<file path="src/rtl/gcd_sequencer.sv">
// Host-facing controller for one binary GCD engine: accepts operand pairs, runs the
// engine with a timeout guard, short-circuits zero operands, and returns the result.
module gcd_sequencer #(
   parameter int WIDTH   = 8,
   parameter int TIMEOUT = 32,
   parameter int CNT_W   = 6
) (
   input  logic             clk,
   input  logic             resetb,
   input  logic             in_valid,
   output logic             in_ready,
   input  logic [WIDTH-1:0] in_u,
   input  logic [WIDTH-1:0] in_v,
   output logic             out_valid,
   input  logic             out_ready,
   output logic [WIDTH-1:0] out_res,
   output logic             out_err,
   output logic [CNT_W-1:0] out_cycles,
   output logic             eng_ld,
   output logic [WIDTH-1:0] eng_u,
   output logic [WIDTH-1:0] eng_v,
   input  logic             eng_done,
   input  logic [WIDTH-1:0] eng_res,
   output logic             busy,
   output logic [1:0]       state_dbg
);

   // Handshakes: a transfer happens on a rising clk edge where valid && ready are both 1;
   // the source holds valid and data stable until that edge, and ready never waits on valid.

   typedef enum logic [1:0] {IDLE = 2'd0, LOAD = 2'd1, WAIT = 2'd2, RESP = 2'd3} state_t;

   localparam logic [CNT_W-1:0] TMO = CNT_W'(TIMEOUT);

   state_t           state, state_nxt;
   logic [CNT_W-1:0] cnt;
   logic [CNT_W-1:0] cnt_inc;
   logic [WIDTH-1:0] op_u, op_v;
   logic             accept, zero_op, timeout_hit;

   assign accept      = in_valid && in_ready;
   assign zero_op     = (in_u == '0) || (in_v == '0);
   assign cnt_inc     = cnt + CNT_W'(1);
   assign timeout_hit = (cnt_inc == TMO);

   always_ff @(posedge clk or negedge resetb) begin
      if (!resetb) state <= IDLE;
      else         state <= state_nxt;
   end

   always_comb begin
      state_nxt = state;
      case (state)
         IDLE: if (accept) state_nxt = zero_op ? RESP : LOAD;
         LOAD: state_nxt = WAIT;
         WAIT: if (eng_done || timeout_hit) state_nxt = RESP;
         RESP: if (out_ready) state_nxt = IDLE;
         default: state_nxt = IDLE;
      endcase
   end

   always_comb begin
      in_ready  = (state == IDLE);
      busy      = (state != IDLE);
      eng_ld    = (state == LOAD);
      out_valid = (state == RESP);
      state_dbg = state;
   end

   assign eng_u = op_u;
   assign eng_v = op_v;

   // Operands only change on acceptance, so the engine inputs stay stable through LOAD/WAIT.
   // eng_done is only trusted in WAIT; elsewhere it reflects stale engine state.
   always_ff @(posedge clk or negedge resetb) begin
      if (!resetb) begin
         op_u       <= '0;
         op_v       <= '0;
         cnt        <= '0;
         out_res    <= '0;
         out_err    <= 1'b0;
         out_cycles <= '0;
      end else begin
         case (state)
            IDLE: begin
               if (accept) begin
                  op_u <= in_u;
                  op_v <= in_v;
                  if (zero_op) begin
                     out_res    <= in_u | in_v;
                     out_err    <= 1'b0;
                     out_cycles <= '0;
                  end
               end
            end
            LOAD: cnt <= '0;
            WAIT: begin
               if (cnt < TMO) cnt <= cnt_inc;
               if (eng_done) begin
                  out_res    <= eng_res;
                  out_err    <= 1'b0;
                  out_cycles <= cnt_inc;
               end else if (timeout_hit) begin
                  out_res    <= '0;
                  out_err    <= 1'b1;
                  out_cycles <= TMO;
               end
            end
            default: ;
         endcase
      end
   end

endmodule

</file>
<file path="config.mk">
export PLATFORM = sky130hd
export DESIGN_NAME = gcd_sequencer
export DESIGN_NICKNAME = d
export VERILOG_FILES = /design/src/rtl/gcd_sequencer.sv
export SDC_FILE = /design/constraint.sdc
export NUM_CORES = 1
export LEC_CHECK = 0
export ABC_CLOCK_PERIOD_IN_PS = 3700
export CAP_MARGIN = 10
export CORE_ASPECT_RATIO = 0.6
export CORE_MARGIN = 2
export CORE_UTILIZATION = 45
export CTS_BUF_LIST = sky130_fd_sc_hd__clkbuf_4 sky130_fd_sc_hd__clkbuf_8
export DETAILED_ROUTE_END_ITERATION = 8
export GPL_TIMING_DRIVEN = 1
export PLACE_DENSITY_LB_ADDON = 0.1
export SYNTH_ARGS = -nofsm -noshare
export SYNTH_HDL_FRONTEND = slang
export SYNTH_SLANG_ARGS = --single-unit
</file>
<file path="constraint.sdc">
create_clock -name clk -period 3.7 [get_ports clk]
set_input_delay 1.11 -clock clk [delete_from_list [all_inputs] [get_ports clk]]
set_output_delay 1.11 -clock clk [all_outputs]
set_load 0.01 [all_outputs]
</file>
# [After elaboration in Yosys (flattened, before gate mapping)]
# Index checks and enable logic that the tools add are counted.
[totals] regBits=39
[op_classes] add_sub_neg=1 reduce_logical=13 n_lt_le_gt_ge=1 n_eq_ne=10 muxes=22 bitwise_logic=1
[ops] op="$mux W8" n=4
[ops] op="$mux W6" n=5
[ops] op="$pmux W6 S2" n=2
[ops] op="$logic_not A8 Y1" n=2
[ops] op="$pmux W8 S2" n=1
[ops] op="$mux W2" n=4
[ops] op="$or A8 B8 Y8" n=1
[ops] op="$pmux W2 S4" n=1
[ops] op="$add A6 B1 Y6 const B" n=1
[ops] op="$eq A6 B6 Y1 const B" n=1
[ops] op="$lt A6 B6 Y1 const B" n=1
[ops] op="$ne A2 B1 Y1 const B" n=3
[ops] op="$reduce_bool A2 Y1" n=3
[ops] op="$eq A2 B2 Y1 const B" n=2
[ops] op="$mux W1" n=4
[ops] op="$ne A2 B2 Y1 const B" n=2
[ops] op="$reduce_and A2 Y1" n=2
[ops] op="$reduce_and A4 Y1" n=1
[ops] op="$ne A3 B3 Y1 const B" n=1
[ops] op="$reduce_and A3 Y1" n=1
[ops] op="$eq A2 B1 Y1 const B" n=1
[ops] op="$logic_not A2 Y1" n=1
[ops] op="$logic_or A1 B1 Y1" n=2
[ops] op="$pmux W1 S2" n=1
[ops] op="$logic_and A1 B1 Y1" n=1

# [Longest topological paths before layout]
# Gate-level depths: netlist of run 1.
[depth] word_depth=5 mapped_depth=8 depth_no_buf=7

# [Least setup slack after synthesis of run 1]
# OpenSTA, ideal clock, no wires.
[synth_path] path_kind="input -> register" from="input in_v[0]" to="register out_cycles[0]" required_time_ns=3.575 path_stages=6 path_slack_ns=1.248 path_buffers=1 arrival_time_ns=2.327 path_cell_list="nor4_1 > nand2_1 > a32oi_4 > nand2b_4 > buf_6 > mux2_4"
[synth_via] elab_chain_cells=4
[synth_lines] item="from (decl)" line="13" rtl="input logic [WIDTH-1:0] in_v,"
[synth_lines] item="$logic_not A8 Y1" line="42" rtl="assign zero_op = (in_u == '0) || (in_v == '0);"
[synth_lines] item="$logic_or A1 B1 Y1" line="42"
[synth_lines] item="$ne A2 B1 Y1 (no source line)"
[synth_lines] item="$reduce_and A4 Y1 (no source line)"
[synth_lines] item="to (signal assigned)" line="102" rtl="out_cycles <= cnt_inc;"
[synth_lines] item="to (decl)" line="18" rtl="output logic [CNT_W-1:0] out_cycles,"
# Every way passes these cells.
# A chain may end at the register's enable or synchronous reset.

# [Final worst setup path of run 1]
[layout_path] from="input in_u[6]" to="register out_res[6]"
[layout_via] elab_chain_cells=4 word_cells_on_any_way=8
[layout_lines] item="from (decl)" line="12" rtl="input logic [WIDTH-1:0] in_u,"
[layout_lines] item="$logic_not A8 Y1 or $or A8 B8 Y8 (tied branches)" line="42, 90"
[layout_lines] item="$logic_or A1 B1 Y1 or $mux W8 (tied branches)" line="42, 89"
[layout_lines] item="$ne A2 B1 Y1 (no source line) or $mux W8 (tied branches)"
[layout_lines] item="$reduce_and A4 Y1 (no source line) or $pmux W8 S2 (tied branches)"
[layout_lines] item="to (signal assigned)" line="90" rtl="out_res <= in_u | in_v;"
[layout_lines] item="to (signal assigned)" line="100" rtl="out_res <= eng_res;"
[layout_lines] item="to (decl)" line="16" rtl="output logic [WIDTH-1:0] out_res,"
# Several ways; a longest one is shown, not always the timed one. The select of a mux whose other input is x is not followed.

==> impl_results.md, run 1 <==
* Post-Synth Simple-Gate Area at 13.36%
* Worst hold stages at 1
* First-pass GRT wire length at 7935 um
* Power Density at 810.3 nW/um2
* Top cell type's share of synthesized area at 48.69%
* Reg2Reg Setup Slack at 1.16 ns
* Adder-cell share of the synthesized area at 3.121%
* NumNets Final at 280
* Num CTS Buffers at 5
* Slew Limit Fails at 0
* Most common cell in the netlist: dfrtp_1
* Vias/cell at 5.094
* WP data arrival at 3.11 ns
* Post-Synthesis Cells at 181
* Wire per inst at 15.66 um
* Grt ovf at 0
* Post-CTS Resized at 0
* Antenna violations before repair at 0
* Total track usage at 20.21%
* Synth Area in Compound Gates at 9.738%
* Clock root cell: clkbuf_8
* Logic pwr share at 49.5%
* Period utilization at 79.46%
* Netlist cell types at 34
* CORE AREA at 4189 um2
* Row count at 18
* NetSw at 0.7593 mW
* Status: complete, no violations
* Setup CP Type: in -> reg
* Post-synth EDFFs at 0
* Ys flop type: dfrtp_1
* Unrepaired setup endpoints after global routing: no
* I/O Pins at 66
* Worst reg-to-reg path cell count at 6
* Seq pwr share at 31.6%
* Initial Util at 47.85%
* Setup-failing EPs final at 0
* Final RePlAce weighted congestion at 0.7904
* CTS tree: built
* Worst slew pin tran at 0.8818 ns
* Origin of the critical flop-to-flop path: state_dbg[0]
* Postcts setup bufs at 0
* Seq/Total Area, Yosys at 48.69%
* Worst VDD drop at 0.0004213 V
* Router iterations before antenna repair at 4
* CP max FO at 14
* Pin count of the biggest net entering global routing at 40
* Ys Warns at 0
* Synthesized flop and latch total at 39
* Hold path start: eng_u[1]
* Minimum clock period at 2.940 ns
* Synth top cells by count: 39 x dfrtp_1, 23 x nand2_1, 21 x mux2_2
* Startpoint Class: primary input
* Sw Share at 33.11%
* CP Capture Type: flip-flop
* Max-cap violations at 0
* Mux cell area share after synthesis at 18.79%
* CTS max path bufs at 2
* Hold_ws at 0.5065 ns
* WL final at 4808 um
* Syn Area/Cell at 11.07 um2
* Reg2reg end: out_res[6]
* Post-route ant nets at 0
* Clock transition at path regs at 0.07 ns
* Cell taking the most area after synthesis: dfrtp_1
* WHS Endpoint: eng_u[1]
* Number of global-route vias before repair at 1560
* Antenna Cells at 0
* Clk network pwr share at 19.0%
* Fmax at 340.1 MHz
* Die width at 90.16 um
* Die area at 5021 um2
* H-tree depth at 2
* Post-Syn Nets at 215
* Rel. slew slack at 41.21%
* Setup TNS at 0 ns
* Post-synthesis async set-or-reset flop share at 100.0%
* Worst Skew at 0.01381 ns
* Ranking of synthesized cells by area: dfrtp_1 49%, mux2_2 12%, mux2_4 6.0%
* Total power at 2.293 mW
* Internal at 1.534 mW
* Clk Latency, worst-skew pair at 0.30 ns
* Via count at 1564
* LEAKAGE at 1.208 nW
* Die height at 55.70 um
* Synth Area in XOR/XNOR at 3.059%
* Final hold vios at 0
* Sink Count at 39
* Initial DRC count at 82
* Largest family of logic cells by synthesized area: multiplexers
* Mapped Area at 2004 um2
* Port Buf Inserts at 65
* Drt drc at 0
* Layout cells sized above 1 at 18.22%
* HP Class: reg -> reg
* Required time of the worst setup path at 3.87 ns
* Post-DP HPWL at 3469 um
* Hold bufs inserted after CTS at 0
* Area growth from synthesis to layout at 41.20%
[layout by cell type, fill, tap and decap left out, drive strengths merged, types with 2 or more instances in the layout]
cell	netlist	routed
nand2b	4	4
clkbuf	5	6
nor4	4	4
inv	7	7
buf	3	2
nand2	23	23
or2b	2	2
xor2	4	4
mux2	29	29
xnor2	3	3
ha	5	5
dfrtp	39	39
o21ai	15	15
a21oi	2	2
o22ai	2	2
nor2	16	16
nand3	3	3
bufinv	0	2
nand4	2	2
mux2i	2	2
clkdlybuf4s50	0	64
nor3	2	2
[stage by stage]
step | cell area, um2 | utilization, % | cells | worst slack [ns]
2_1_floorplan | 2004 | - | 181 | 1.248
3_3_place_gp | 2694 | 64.31 | 299 | 0.4926
3_5_place_dp | 2694 | 64.31 | 299 | 0.4483
4_1_cts | 2830 | 67.56 | 307 | 0.7566
5_1_grt | 2830 | 67.56 | 307 | 0.6656
6_report | 2830 | 67.56 | 307 | 0.7600
[cells by family (layout without fill, tap and decap cells)]
kind of cell | count (synthesis) | count (layout)
fa+ha+maj | 5 | 5
mux | 31 | 31
flops | 39 | 39
compound gates | 27 | 27
simple gates | 57 | 57
buf+inv | 15 | 81
xor+xnor | 7 | 7
[layout make-up]
| type | count | area [um2] |
|---|---|---|
| timing repair buffer | 66 | 653.1 |
| multi-input combinational | 127 | 963.4 |
| tap | 60 | 75.07 |
| clock inverter | 2 | 60.06 |
| clock buffer | 6 | 76.32 |
| sequential | 39 | 975.9 |
| inverter | 7 | 26.28 |
| fill | 336 | 1359 |
[per-layer routing]
layer  global-route usage [%]  share of wire (%)
met2                    27.71                 39
met5                        0                  0
met3                    4.336                5.7
met1                    31.39                 54
met4                    6.593                1.1
[worst max-delay path by stage]
stage,start,to
floorplan,in_v[0],out_cycles[0]
global placement,in_u[6],out_cycles[2]
detailed placement,in_u[6],out_res[3]
CTS,in_u[6],out_res[6]
global route,in_v[5],out_res[5]
finish,in_u[6],out_res[6]
[power groups by stage]
stage	combinational (mW)	sequential, mW	clock [mW]
2_1_floorplan	0.563	0.787	0
3_3_place_gp	1.12	0.725	0
3_5_place_dp	1.13	0.728	0
4_1_cts	1.14	0.723	0.439
5_1_grt	1.23	0.749	0.451
6_report	1.13	0.724	0.435
[state kept, by name, summed over array words and instances, names as in the netlist]
signal / flops
cnt: 6
out_cycles: 6
out_res: 8
eng_u: 8
out_err: 1
eng_v: 8
state_dbg: 2
[worst max-delay path, cell delays in order]
cell             delay [ns]
clkdlybuf4s50_1        0.46
nor4_1                 0.47
nand2_1                0.19
a32oi_4                0.34
nand2b_4               0.21
mux2_2                 0.33
Note: power is estimated with default switching activity, not from simulation.
==> run 2, diff against run 1 <==
- ABC_CLOCK_PERIOD_IN_PS: 3700 -> 3100
- clock period: 3.7 -> 3.1 ns (I/O delays scaled with it)
==> impl_results.md, run 2 (synthesized netlist as in run 1, its figures left out) <==
* Period utilization at 90.62%
* Power Density at 959.3 nW/um2
* Clock transition at path regs at 0.08 ns
* Final hold vios at 0
* Required time of the worst setup path at 3.28 ns
* Wire per inst at 15.23 um
* Startpoint Class: primary input
* First-pass GRT wire length at 7831 um
* Final non-filler cell total at 309
* Unrepaired setup endpoints after global routing: no
* Minimum clock period at 2.809 ns
* I/O Pins at 66
* Die width at 90.16 um
* Slew Limit Fails at 0
* Antenna violations before repair at 0
* Logic pwr share at 49.7%
* Row count at 18
* Setup WS pre-CTS at 0.04831 ns
* Setup CP Type: in -> reg
* CP max FO at 14
* NumNets Final at 282
* Area growth from synthesis to layout at 41.95%
* Final instance area at 2845 um2
* Clock root cell: clkbuf_8
* Final RePlAce weighted congestion at 0.7710
* WL final at 4705 um
* Die height at 55.70 um
* Hold_ws at 0.5046 ns
* Setup-failing EPs final at 0
* Pin count of the biggest net entering global routing at 40
* Worst VDD drop at 0.0005906 V
* Hold bufs inserted after CTS at 0
* Placed cell area at 2709 um2
* Postcts setup bufs at 0
* Clk network pwr share at 18.6%
* Rel. slew slack at 43.62%
* Sw Share at 32.67%
* NetSw at 0.8917 mW
* Antenna Cells at 0
* Port Buf Inserts at 65
* Fmax at 356.0 MHz
* Max-cap violations at 0
* Initial DRC count at 114
* Commonest cells after routing, fill and taps aside: 64 x clkdlybuf4s50_1, 39 x dfrtp_1, 23 x nand2_1
* Worst Skew at 0.008728 ns
* Dpl cells at 301
* Number of global-route vias before repair at 1516
* Commonest non-fill, non-tap cell in the layout: clkdlybuf4s50_1
* Vias/cell at 5.120
* CORE AREA at 4189 um2
* Total track usage at 19.73%
* H-tree depth at 2
* CP Capture Type: flip-flop
* CTS max path bufs at 2
* Status: complete, no violations
* Die area at 5021 um2
* Grt ovf at 0
* HP Class: reg -> reg
* Drt drc at 0
* WP data arrival at 2.99 ns
* Internal at 1.838 mW
* Router iterations before antenna repair at 4
* Post-DP HPWL at 3521 um
* Worst slew pin tran at 0.8457 ns
* Seq pwr share at 31.7%
* Setup TNS at 0 ns
* Setup slack after layout at 0.2906 ns
* Sink Count at 39
* Initial Util at 47.85%
* Num CTS Buffers at 5
* CTS tree: built
* Final Util at 67.92%
* Clk Latency, worst-skew pair at 0.29 ns
* Post-CTS Resized at 0
* LEAKAGE at 1.218 nW
* Post-route ant nets at 0
* Via count at 1582
* Layout cells sized above 1 at 18.88%
* Total power at 2.729 mW
[run 2: final timing paths]
path | slack (ns) | end | start | cells after the start
max | 0.29 | out_cycles[4] | in_u[6] | 6
min | 0.50 | out_cycles[1] | out_cycles[1] | 1
max reg2reg | 1.00 | out_res[6] | state_dbg[0] | 6
min reg2reg | 0.50 | out_cycles[1] | out_cycles[1] | 1
max in group asynchronous | 1.83 | eng_v[1] | resetb | 1
min in group asynchronous | 0.74 | cnt[5] | resetb | 1
[run 2: layer usage]
layer  up-vias  wire length (um)  GRT usage, %
li1        762                 -             -
met1       750              2564         33.25
met2        65              1770         24.06
met3         5               332         4.743
met4         0                37         5.275
met5         -                 0             0
[run 2: power by group through the flow]
stage	Combinational (mW)	Sequential, mW	Clock (mW)
final	1.36	0.866	0.508
after floorplan	0.672	0.939	0
after CTS	1.37	0.865	0.516
after global routing	1.47	0.896	0.537
after global placement	1.34	0.868	0
after detailed placement	1.36	0.872	0
[run 2: worst max-delay path, cell delays in order]
cell             delay (ns)
clkdlybuf4s50_1        0.46
nor4_1                 0.49
nand2_1                0.20
a32oi_4                0.35
nand2b_4               0.21
mux2_4                 0.34
[run 2: area by class of cell]
| class | count | area (um2) |
|---|---|---|
| clock buffers | 6 | 76.32 |
| clock inverters | 2 | 60.06 |
| fillers | 345 | 1344 |
| inverters | 7 | 26.28 |
| multi-input cells | 127 | 963.4 |
| flip-flops and latches | 39 | 975.9 |
| well taps | 60 | 75.07 |
| repair buffers | 68 | 668.1 |
==> run 3, diff against run 2 <==
- CELL_PAD_IN_SITES_DETAIL_PLACEMENT: not set -> 1
- CELL_PAD_IN_SITES_GLOBAL_PLACEMENT: not set -> 1
- CORE_UTILIZATION: 45 -> 36
==> impl_results.md, run 3 (synthesized netlist as in run 1, its figures left out) <==
* I/O Pins at 66
* WHS Endpoint: eng_v[1]
* Final hold vios at 0
* Period utilization at 89.41%
* Setup slack after layout at 0.3282 ns
* Worst Skew at 0.01094 ns
* Number of global-route vias before repair at 1538
* Antenna violations before repair at 0
* Reg2Reg Setup Slack at 0.91 ns
* First-pass GRT wire length at 8514 um
* Clock transition at path regs at 0.08 ns
* Rel. slew slack at 41.61%
* Initial Util at 38.51%
* Worst slew pin tran at 0.8759 ns
* Clock root cell: clkbuf_8
* Hold_ws at 0.5067 ns
* Die height at 61.80 um
* Hold bufs inserted after CTS at 0
* Post-DP HPWL at 4107 um
* Antenna Cells at 0
* CP max FO at 14
* Max-cap violations at 0
* Setup-failing EPs final at 0
* Via count at 1563
* Grt ovf at 0
* Num CTS Buffers at 5
* CP Capture Type: flip-flop
* Unrepaired setup endpoints after global routing: no
* CTS max path bufs at 2
* Setup CP Type: in -> reg
* Commonest non-fill, non-tap cell in the layout: clkdlybuf4s50_1
* Commonest cells after routing, fill and taps aside: 64 x clkdlybuf4s50_1, 39 x dfrtp_1, 23 x nand2_1
* Vias/cell at 4.900
* Setup WS pre-CTS at 0.03289 ns
* CTS tree: built
* Status: complete, no violations
* Power Density at 939.0 nW/um2
* Setup TNS at 0 ns
* Final RePlAce weighted congestion at 0.7847
* Area growth from synthesis to layout at 42.63%
* Sink Count at 39
* Postcts setup bufs at 0
* Origin of the critical flop-to-flop path: state_dbg[0]
* Router iterations before antenna repair at 4
* Fmax at 360.8 MHz
* Initial DRC count at 49
* LEAKAGE at 1.227 nW
* Layout cells sized above 1 at 20.16%
* Die width at 100.3 um
* Minimum clock period at 2.772 ns
* CORE AREA at 5205 um2
* H-tree depth at 2
* WP data arrival at 2.96 ns
* Die area at 6200 um2
* Post-CTS Resized at 0
* Startpoint Class: primary input
* Pin count of the biggest net entering global routing at 40
* Drt drc at 0
* Hold path start: eng_v[1]
* Row count at 20
* NumNets Final at 286
* Wire per inst at 16.68 um
* Total track usage at 18.56%
* Slew Limit Fails at 0
* HP Class: reg -> reg
* Port Buf Inserts at 65
* Worst hold stages at 1
* Worst VDD drop at 0.0004338 V
* WL final at 5320 um
* Clk Latency, worst-skew pair at 0.29 ns
* Post-route ant nets at 0
* Reg2reg end: out_res[6]
* Required time of the worst setup path at 3.28 ns
* Worst reg-to-reg path cell count at 6
## run 3: per-layer routing
metal | track usage, % | part of all wire [%] | up-vias
met5 | 0 | 0 | -
met4 | 5.284 | 0.90 | 0
met3 | 4.251 | 4.5 | 5
met2 | 24.83 | 38 | 38
met1 | 29.38 | 56 | 751
li1 | - | - | 769
## run 3: layout make-up
type                            instances  area (um2)
Fill cell                             574        2346
Timing Repair Buffer                   72       698.2
Multi-Input combinational cell        127       963.4
Sequential cell                        39       975.9
Clock inverter                          3       43.79
Clock buffer                            5       68.82
Tap cell                               66       82.58
Inverter                                7       26.28
## run 3: stage by stage
stage               cells  instance area [um2]  power (mW)  utilization [%]
floorplan             181                 2004       1.611                -
global placement      311                 2746       2.249            52.76
detailed placement    311                 2746       2.274            52.76
CTS                   319                 2859       2.717            54.93
global route          319                 2859       2.886            54.93
finish                319                 2859       2.685            54.93
## run 3: how the worst max path moves through the flow
stage | start | to | slack (ns) | cells past startpoint
finish | in_u[7] | out_res[5] | 0.33 | 6
global route | in_u[7] | out_res[5] | 0.21 | 6
CTS | in_u[7] | out_res[7] | 0.34 | 6
detailed placement | in_u[7] | out_cycles[3] | 0.03 | 6
global placement | in_u[7] | out_cycles[0] | 0.04 | 6
floorplan | in_v[0] | out_cycles[0] | 0.83 | 6
## run 3: power breakdown
part           total, mW  internal [mW]  switching, mW
Sequential         0.870          0.720          0.149
Combinational       1.39          0.798          0.587
Clock              0.430          0.240          0.190
Total               2.68           1.76          0.926
## run 3: worst max-delay path: stages
cell and delay (ns):
clkdlybuf4s50_1 0.45, nor4_1 0.48, nand2_1 0.20, a32oi_4 0.34, nand2b_4 0.21, mux2_4 0.34
